$ cat src/rtl/vga_timing_gen.sv
// VGA pixel-timing generator: clock divider, h/v scan counters and an output stage
// that re-registers renderer colour with sync and blanking so everything leaves aligned.
module vga_timing_gen #(
    parameter int unsigned H_ACTIVE = 640,
    parameter int unsigned H_FP     = 16,
    parameter int unsigned H_SYNC   = 96,
    parameter int unsigned H_BP     = 48,
    parameter int unsigned V_ACTIVE = 480,
    parameter int unsigned V_FP     = 10,
    parameter int unsigned V_SYNC   = 2,
    parameter int unsigned V_BP     = 33,
    parameter int unsigned CLK_DIV  = 2
) (
    input  logic       clk_i,
    input  logic       reset_i,
    input  logic [7:0] r_in_i,
    input  logic [7:0] g_in_i,
    input  logic [7:0] b_in_i,
    output logic [9:0] x_o,
    output logic [9:0] y_o,
    output logic       pix_en_o,
    output logic       vga_clk_o,
    output logic       hsync_o,
    output logic       vsync_o,
    output logic       sync_b_o,
    output logic       blank_b_o,
    output logic [7:0] vga_r_o,
    output logic [7:0] vga_g_o,
    output logic [7:0] vga_b_o,
    output logic       frame_start_o
);

    localparam int unsigned H_TOTAL = H_ACTIVE + H_FP + H_SYNC + H_BP;
    localparam int unsigned V_TOTAL = V_ACTIVE + V_FP + V_SYNC + V_BP;
    localparam int unsigned DivW    = $clog2(CLK_DIV);

    localparam logic [DivW-1:0] DivLast = DivW'(CLK_DIV - 1);
    localparam logic [DivW-1:0] DivHalf = DivW'(CLK_DIV / 2);

    localparam logic [9:0] HLast      = 10'(H_TOTAL - 1);
    localparam logic [9:0] VLast      = 10'(V_TOTAL - 1);
    localparam logic [9:0] HActive    = 10'(H_ACTIVE);
    localparam logic [9:0] VActive    = 10'(V_ACTIVE);
    localparam logic [9:0] HSyncStart = 10'(H_ACTIVE + H_FP);
    localparam logic [9:0] HSyncEnd   = 10'(H_ACTIVE + H_FP + H_SYNC);
    localparam logic [9:0] VSyncStart = 10'(V_ACTIVE + V_FP);
    localparam logic [9:0] VSyncEnd   = 10'(V_ACTIVE + V_FP + V_SYNC);

    logic [DivW-1:0] div_q, div_d;
    logic [9:0]      hcnt_q, hcnt_d;
    logic [9:0]      vcnt_q, vcnt_d;
    logic            vga_clk_q;
    logic            hsync_q, hsync_d;
    logic            vsync_q, vsync_d;
    logic            blank_b_q, blank_b_d;
    logic [7:0]      r_q, g_q, b_q;
    logic [7:0]      r_d, g_d, b_d;
    logic            frame_start_q, frame_start_d;
    logic            pix_en;

    // Divider, scan-counter advance and stage-2 next-state decode
    always_comb begin
        pix_en = (div_q == DivLast);
        div_d  = pix_en ? '0 : div_q + 1'b1;

        hcnt_d = hcnt_q;
        vcnt_d = vcnt_q;
        if (pix_en) begin
            if (hcnt_q == HLast) begin
                hcnt_d = '0;
                vcnt_d = (vcnt_q == VLast) ? '0 : vcnt_q + 1'b1;
            end else begin
                hcnt_d = hcnt_q + 1'b1;
            end
        end

        hsync_d   = !((hcnt_q >= HSyncStart) && (hcnt_q < HSyncEnd));
        vsync_d   = !((vcnt_q >= VSyncStart) && (vcnt_q < VSyncEnd));
        blank_b_d = (hcnt_q < HActive) && (vcnt_q < VActive);
        r_d       = blank_b_d ? r_in_i : 8'h00;
        g_d       = blank_b_d ? g_in_i : 8'h00;
        b_d       = blank_b_d ? b_in_i : 8'h00;

        // Pulse lands in the clk right after the (last, last) -> (0, 0) step
        frame_start_d = pix_en && (hcnt_q == HLast) && (vcnt_q == VLast);
    end

    // State registers; stage-2 only loads on the pixel strobe
    always_ff @(posedge clk_i or posedge reset_i) begin
        if (reset_i) begin
            div_q         <= '0;
            hcnt_q        <= '0;
            vcnt_q        <= '0;
            vga_clk_q     <= 1'b0;
            hsync_q       <= 1'b1;
            vsync_q       <= 1'b1;
            blank_b_q     <= 1'b0;
            r_q           <= '0;
            g_q           <= '0;
            b_q           <= '0;
            frame_start_q <= 1'b0;
        end else begin
            div_q         <= div_d;
            hcnt_q        <= hcnt_d;
            vcnt_q        <= vcnt_d;
            // Registered from next div so it tracks the current div value exactly
            vga_clk_q     <= (div_d >= DivHalf);
            frame_start_q <= frame_start_d;
            if (pix_en) begin
                hsync_q   <= hsync_d;
                vsync_q   <= vsync_d;
                blank_b_q <= blank_b_d;
                r_q       <= r_d;
                g_q       <= g_d;
                b_q       <= b_d;
            end
        end
    end

    assign x_o           = hcnt_q;
    assign y_o           = vcnt_q;
    assign pix_en_o      = pix_en;
    assign vga_clk_o     = vga_clk_q;
    assign hsync_o       = hsync_q;
    assign vsync_o       = vsync_q;
    assign sync_b_o      = hsync_q & vsync_q;
    assign blank_b_o     = blank_b_q;
    assign vga_r_o       = r_q;
    assign vga_g_o       = g_q;
    assign vga_b_o       = b_q;
    assign frame_start_o = frame_start_q;

endmodule
$ cat config.mk
export PLATFORM = sky130hd
export DESIGN_NAME = vga_timing_gen
export DESIGN_NICKNAME = d
export VERILOG_FILES = /design/src/rtl/vga_timing_gen.sv
export SDC_FILE = /design/constraint.sdc
export NUM_CORES = 1
export LEC_CHECK = 0
export ABC_AREA = 1
export BUFFER_PORTS_ARGS = -buffer_cell sky130_fd_sc_hd__buf_2
export CORE_ASPECT_RATIO = 1.1
export CORE_MARGIN = 1.5
export CORE_UTILIZATION = 30
export DETAILED_ROUTE_END_ITERATION = 10
export GPL_ROUTABILITY_DRIVEN = 0
export PLACE_DENSITY = 0.65
export SLEW_MARGIN = 5
export SYNTH_ARGS = -nofsm -noshare
export SYNTH_HDL_FRONTEND = slang
export SYNTH_SLANG_ARGS = --single-unit
$ cat constraint.sdc
create_clock -name clk_i -period 1.2 [get_ports clk_i]
set_input_delay 0 -clock clk_i [delete_from_list [all_inputs] [get_ports clk_i]]
set_output_delay 0 -clock clk_i [all_outputs]
set_load 0.03 [all_outputs]
==> flow_summary.json, run 1 <==
{
  "clk_pin_slew_ns": 0.09,
  "slew_headroom_pct": 82.0,
  "cts-buffers-inserted": 5,
  "crit_slowest_cell": "dfrtp_2",
  "path_delay_family": "simple AND/OR/NAND/NOR gates",
  "die_w_um": 87.0,
  "endpoint_kind": "register",
  "initialDrtViolationCount": 75,
  "violations": "setup timing",
  "die_y_um": 95.5,
  "port-buffer-count": 76,
  "first_pass_iters": 4,
  "startpoint_type": "register",
  "track_usage_pct": 16.9,
  "htree_levels": 2,
  "fin_crit_sh_pct": 111,
  "ys_seq_area_share_pct": 52.7,
  "timing.final.ws_setup_ns": -0.134,
  "yosysUniqueCellTypes": 29,
  "cap_violations": 0,
  "power_density_nw_per_um2": 796,
  "grt_max_degree": 50,
  "synthesis.nets": 309,
  "cp.arrival_ns": 1.53,
  "post-route-min-period_ns": 1.33,
  "ir_drop_uv": 610,
  "cts-root-buf": "clkbuf_8",
  "grt_pass1_wl_mm": 10.9,
  "cts_tree": "built",
  "drive_gt1_share_pct": 54.9,
  "synth_top_area_share_pct": 50.5,
  "ant_nets": 0,
  "fin_worst_skew_ns": 0.00439,
  "hold_class": "in2async",
  "core_sq_um": 7470,
  "max_freq_mhz": 750,
  "clk_latency_ns": 0.30,
  "cts.sinks": 49,
  "critPathBufInv": 1,
  "hold_slack_ns": 0.280,
  "rows": 33,
  "viasPerCell": 4.55,
  "r2r_slack_ns": -0.13,
  "fin_nets": 462,
  "overflow": 0,
  "synthTopCellsByCount": "88 x nand2_1, 47 x dfrtp_1, 35 x nand3_1",
  "synthMostInstantiatedCell": "nand2_1",
  "finalMaxSlewViolations": 0,
  "outcome": "finished, violations left",
  "path_common_cell": "nor2_4",
  "rsz0062_at_grt": "yes",
  "start_util_pct": 31.2,
  "drt-wirelength-per-cell_um": 14.4,
  "synth_seq_cells": 49,
  "synth_warnings": 0,
  "synthToLayoutAreaGrowth_pct": 78.3,
  "crit_chain": "nor2_4 > nand3b_4 > nor2_4 > buf_12 > nand2_1 > xnor2_2",
  "fin_util_pct": 55.6,
  "n_antenna_cell": 0,
  "grt_pass1_vias": 2288,
  "drc_errors": 0,
  "crit_cells": 6,
  "hold_viol": 0,
  "place_hpwl_mm": 4.36,
  "ios": 77,
  "cts_max_path_buffers": 2,
  "worst-path-max-fanout": 8,
  "totalWireLength_mm": 7.73,
  "dieArea_sq_um": 8310,
  "criticalPathCategory": "reg2reg",
  "synth_area_leader_cell": "dfrtp_1",
  "antenna_found_initial": 0,
  "synth_edf_count": 0,
  "syn_avg_cell_area_sq_um": 8.38,
  "reg2reg_depth": 6,
  "p_leak_nw": 2.11,
  "nFillCells": 671,
  "synth-async-reset-ratio_pct": 100,
  "num_vias": 2446,
  "ys.flop_type": "dfrtp_1",
  "synthTopCellsByArea": "dfrtp_1 50%, nand2_1 14%, nand3_1 7.5%",
  "critical-path-max-stage-delay_ns": 0.45,
  "critPathRequiredTime_ns": 1.39,
  "finalSetupViolCount": 44,
  "postSynthCellCount": 278,
  "syn_area_sq_um": 2330,
  "worst_pin_slew_ns": 0.270
}
## logic make-up after synthesis
| family | share of synthesized area, % |
|---|---|
| fa+ha+maj | 2.68 |
| flops | 52.7 |
| compound gates | 3.27 |
| simple gates | 31.3 |
| xor+xnor | 3.38 |
| buf+inv | 6.66 |
## metal layers
metal / vias up / share of wire [%] / global-route usage, % / wire length, um
met5: - / 0 / 0 / 0
met4: 0 / 0.74 / 4.84 / 57
met3: 6 / 4.1 / 3.55 / 318
met2: 67 / 55 / 30.2 / 4290
met1: 1180 / 40 / 20.4 / 3060
li1: 1193 / - / - / -
## tightest hold or removal path, stage by stage
cell	delay, ns
dlygate4sd3_1	0.53
buf_2	0.12
inv_2	0.06
buf_12	0.26
## through the flow
step	std cells	setup TNS (ns)	cell area [sq um]	power (W)	worst slack (ns)
after floorplan	278	-3.46	2440	0.00189	-0.105
after global placement	482	-0.736	3170	0.00199	-0.112
final	537	-3.28	4160	0.00331	-0.134
after global routing	537	-5.75	4160	0.00344	-0.221
after detailed placement	482	-1.08	3170	0.00200	-0.149
after CTS	526	-2.24	3760	0.00331	-0.125
## placed cells by master, fill, tap and decap left out, drive strengths merged
master / count
ha: 5
dfrtp: 47
nor2: 29
xnor2: 3
a21oi: 3
dlygate4sd3: 25
o22ai: 1
a22o: 1
o21bai: 1
nand2: 88
bufinv: 1
buf: 126
clkinvlp: 3
nor3b: 1
nand3: 35
dfstp: 2
xor2: 6
nand4: 7
o21ai: 7
clkbuf: 10
nand3b: 2
nor3: 4
inv: 25
## state kept, by name, indices dropped and copies added, names as in the netlist
| signal | cells |
|---|---|
| vga_b_o | 8 |
| vsync_o | 1 |
| vga_g_o | 8 |
| vga_r_o | 8 |
| frame_start_o | 1 |
| blank_b_o | 1 |
| hsync_o | 1 |
| pix_en_o | 1 |
| y_o | 10 |
| x_o | 10 |
## what timing repair did
action,4_1_cts,5_1_grt
hold endpoints to repair,73,0
cloned,3,6
endpoints found under the setup margin,21,47
gates resized for setup,21,68
hold buffers,25,0
buffers inserted,8,9
pin swaps,6,32
## final timing paths
check / from / to
min reg2reg: vga_g_o[7] / vga_g_o[7]
max reg2reg: x_o[5] / y_o[7]
max: x_o[5] / y_o[7]
min in group clk_i: r_in_i[6] / vga_r_o[6]
min: reset_i / y_o[0]
max in group asynchronous: reset_i / hsync_o
## layout make-up
cell class / instances / area, sq um / share of cell area, %
clock buffers: 6 / 82.6 / 1.99
clock inverters: 2 / 37.5 / 0.903
inverters: 26 / 109 / 2.62
multi-input cells: 193 / 1300 / 31.4
flip-flops and latches: 49 / 1250 / 30.1
well taps: 105 / 131 / 3.16
repair buffers: 155 / 1230 / 29.7
repair inverters: 1 / 7.51 / 0.181
## power by group
group	leakage (nW)	total (W)	internal (W)	switching, W
Clock	0.0574	0.00125	0.000678	0.000567
Sequential	0.575	0.00172	0.00169	0.0000336
Combinational	1.48	0.000339	0.000152	0.000187
Total	2.11	0.00331	0.00252	0.000788
Note: power is estimated with default switching activity, not from simulation.
==> inputs of run 2 (changes only) <==
CORE_MARGIN = 4   (was 1.5)
SKIP_CTS_REPAIR_TIMING = 1   (was default)
==> run 2 against run 1 <==
Effect of this change: the flow still finishes with violations (setup timing); clock power fell by 22%; combinational power about the same; first-iteration DRC count decreased by 40%; final cell count down 3.0%; clock skew is 0.0041 ns higher; sequential power is essentially flat; clock-buffer cell count shrank 1; total power is 8.4% lower; maximum frequency is 1.9% lower; highest routed layer unchanged.
==> flow_summary.json, run 2 (same netlist as run 1, synthesis figures left out) <==
{
  "clk_pin_slew_ns": 0.10,
  "drive_gt1_share_pct": 47.4,
  "grt_pass1_wl_mm": 10.2,
  "startpoint": "x_o[1]",
  "final_cell_mix": "84 x nand2_1, 75 x buf_2, 32 x buf_4, 28 x dfrtp_1, 25 x dlygate4sd3_1",
  "power_density_nw_per_um2": 804,
  "cp.arrival_ns": 1.58,
  "hold_class": "in2async",
  "hold_viol": 0,
  "num_vias": 2364,
  "drc_errors": 0,
  "worst-path-max-fanout": 8,
  "hold_slack_ns": 0.280,
  "finalSetupViolCount": 44,
  "p_leak_nw": 1.91,
  "fin_nets": 446,
  "worst_pin_slew_ns": 0.307,
  "viasPerCell": 4.54,
  "n_antenna_cell": 0,
  "totalWireLength_mm": 7.03,
  "track_usage_pct": 13.6,
  "initialDrtViolationCount": 45,
  "ios": 77,
  "place_hpwl_mm": 4.60,
  "finalInstanceArea_sq_um": 3770,
  "first_pass_iters": 4,
  "violations": "setup timing",
  "reg2reg_depth": 6,
  "antenna_found_initial": 0,
  "cts.sinks": 49,
  "fin_worst_skew_ns": 0.00849,
  "htree_levels": 2,
  "numPlacedInstances": 482,
  "power_w": 0.00303,
  "drt-wirelength-per-cell_um": 13.5,
  "rr_endpoint": "y_o[0]",
  "startpoint_type": "register",
  "die_y_um": 100,
  "ant_nets": 0,
  "rows": 33,
  "multi_input_area_sq_um": 1190,
  "cts-root-buf": "clkbuf_8",
  "mostFrequentLayoutCell": "nand2_1",
  "endpoint_kind": "register",
  "cts-buffers-inserted": 5,
  "start_util_pct": 31.0,
  "rsz0062_at_grt": "yes",
  "regArea_sq_um": 1250,
  "timing.final.ws_setup_ns": -0.160,
  "cap_violations": 0,
  "cts_max_path_buffers": 2,
  "die_w_um": 92.0,
  "clk_latency_ns": 0.30,
  "overflow": 0,
  "max_freq_mhz": 735,
  "ir_drop_uv": 492,
  "post-route-min-period_ns": 1.36,
  "outcome": "finished, violations left",
  "core_sq_um": 7510,
  "place_area_sq_um": 3160,
  "synthToLayoutAreaGrowth_pct": 61.9,
  "grt_max_degree": 50,
  "port-buffer-count": 76,
  "fin_crit_sh_pct": 113,
  "r2r-start": "x_o[1]",
  "cts_tree": "built",
  "nFillCells": 693,
  "critPathRequiredTime_ns": 1.42,
  "crit_path_end": "y_o[0]",
  "grt_pass1_vias": 2163,
  "dpl_worst_slack_ns": -0.138,
  "r2r_slack_ns": -0.16,
  "finalMaxSlewViolations": 0,
  "finalNonFillerCells": 521,
  "criticalPathCategory": "reg2reg",
  "slew_headroom_pct": 79.5,
  "dieArea_sq_um": 9250
}
## run 2: final cells by class
type                    count  share of cell area, %
clock inverters             3                  0.464
multi-input cells         193                   31.6
clock buffers               5                   1.82
well taps                 105                   3.48
flip-flops and latches     49                   33.2
inverters                  26                   2.65
repair buffers            140                   26.8
## run 2: worst min path at each step
stage	depth (start not counted)	slack (ns)	end	startpoint
after floorplan	2	0.14	vga_b_o[0]	b_in_i[0]
after global placement	3	0.07	vga_g_o[6]	reset_i
after detailed placement	3	0.07	vga_g_o[6]	reset_i
after CTS	3	-0.27	pix_en_o	reset_i
after global routing	4	0.31	pix_en_o	reset_i
final	4	0.28	pix_en_o	reset_i
## run 2: per-stage QoR
stage	setup TNS, ns	utilization [%]
floorplan	-3.46	-
finish	-4.77	50.2
detailed placement	-1.52	42.0
global route	-8.23	50.2
CTS	-1.85	43.2
global placement	-1.38	42.0
## run 2: report_power, final
| group | internal (W) | switching [W] | total [W] |
|---|---|---|---|
| combinational | 0.000153 | 0.000188 | 0.000341 |
| sequential | 0.00169 | 0.0000234 | 0.00171 |
| clock | 0.000404 | 0.000572 | 0.000976 |
| total | 0.00225 | 0.000784 | 0.00303 |
## run 2: metal layers
metal,wire length (um),up-vias,share of wire [%],global-route usage (%)
met5,0,-,0,0
met4,63,0,0.90,3.77
met3,377,10,5.4,3.51
met2,3530,85,50,22.6
met1,3070,1113,44,17.8
li1,-,1156,-,-
## run 2: worst max-delay path, cell delays in order (launching register included)
cell and delay, ns:
dfrtp_2 0.40, ha_4 0.16, nand4_1 0.14, nor2_4 0.27, buf_12 0.15, nand3_1 0.07
o21ai_1 0.09
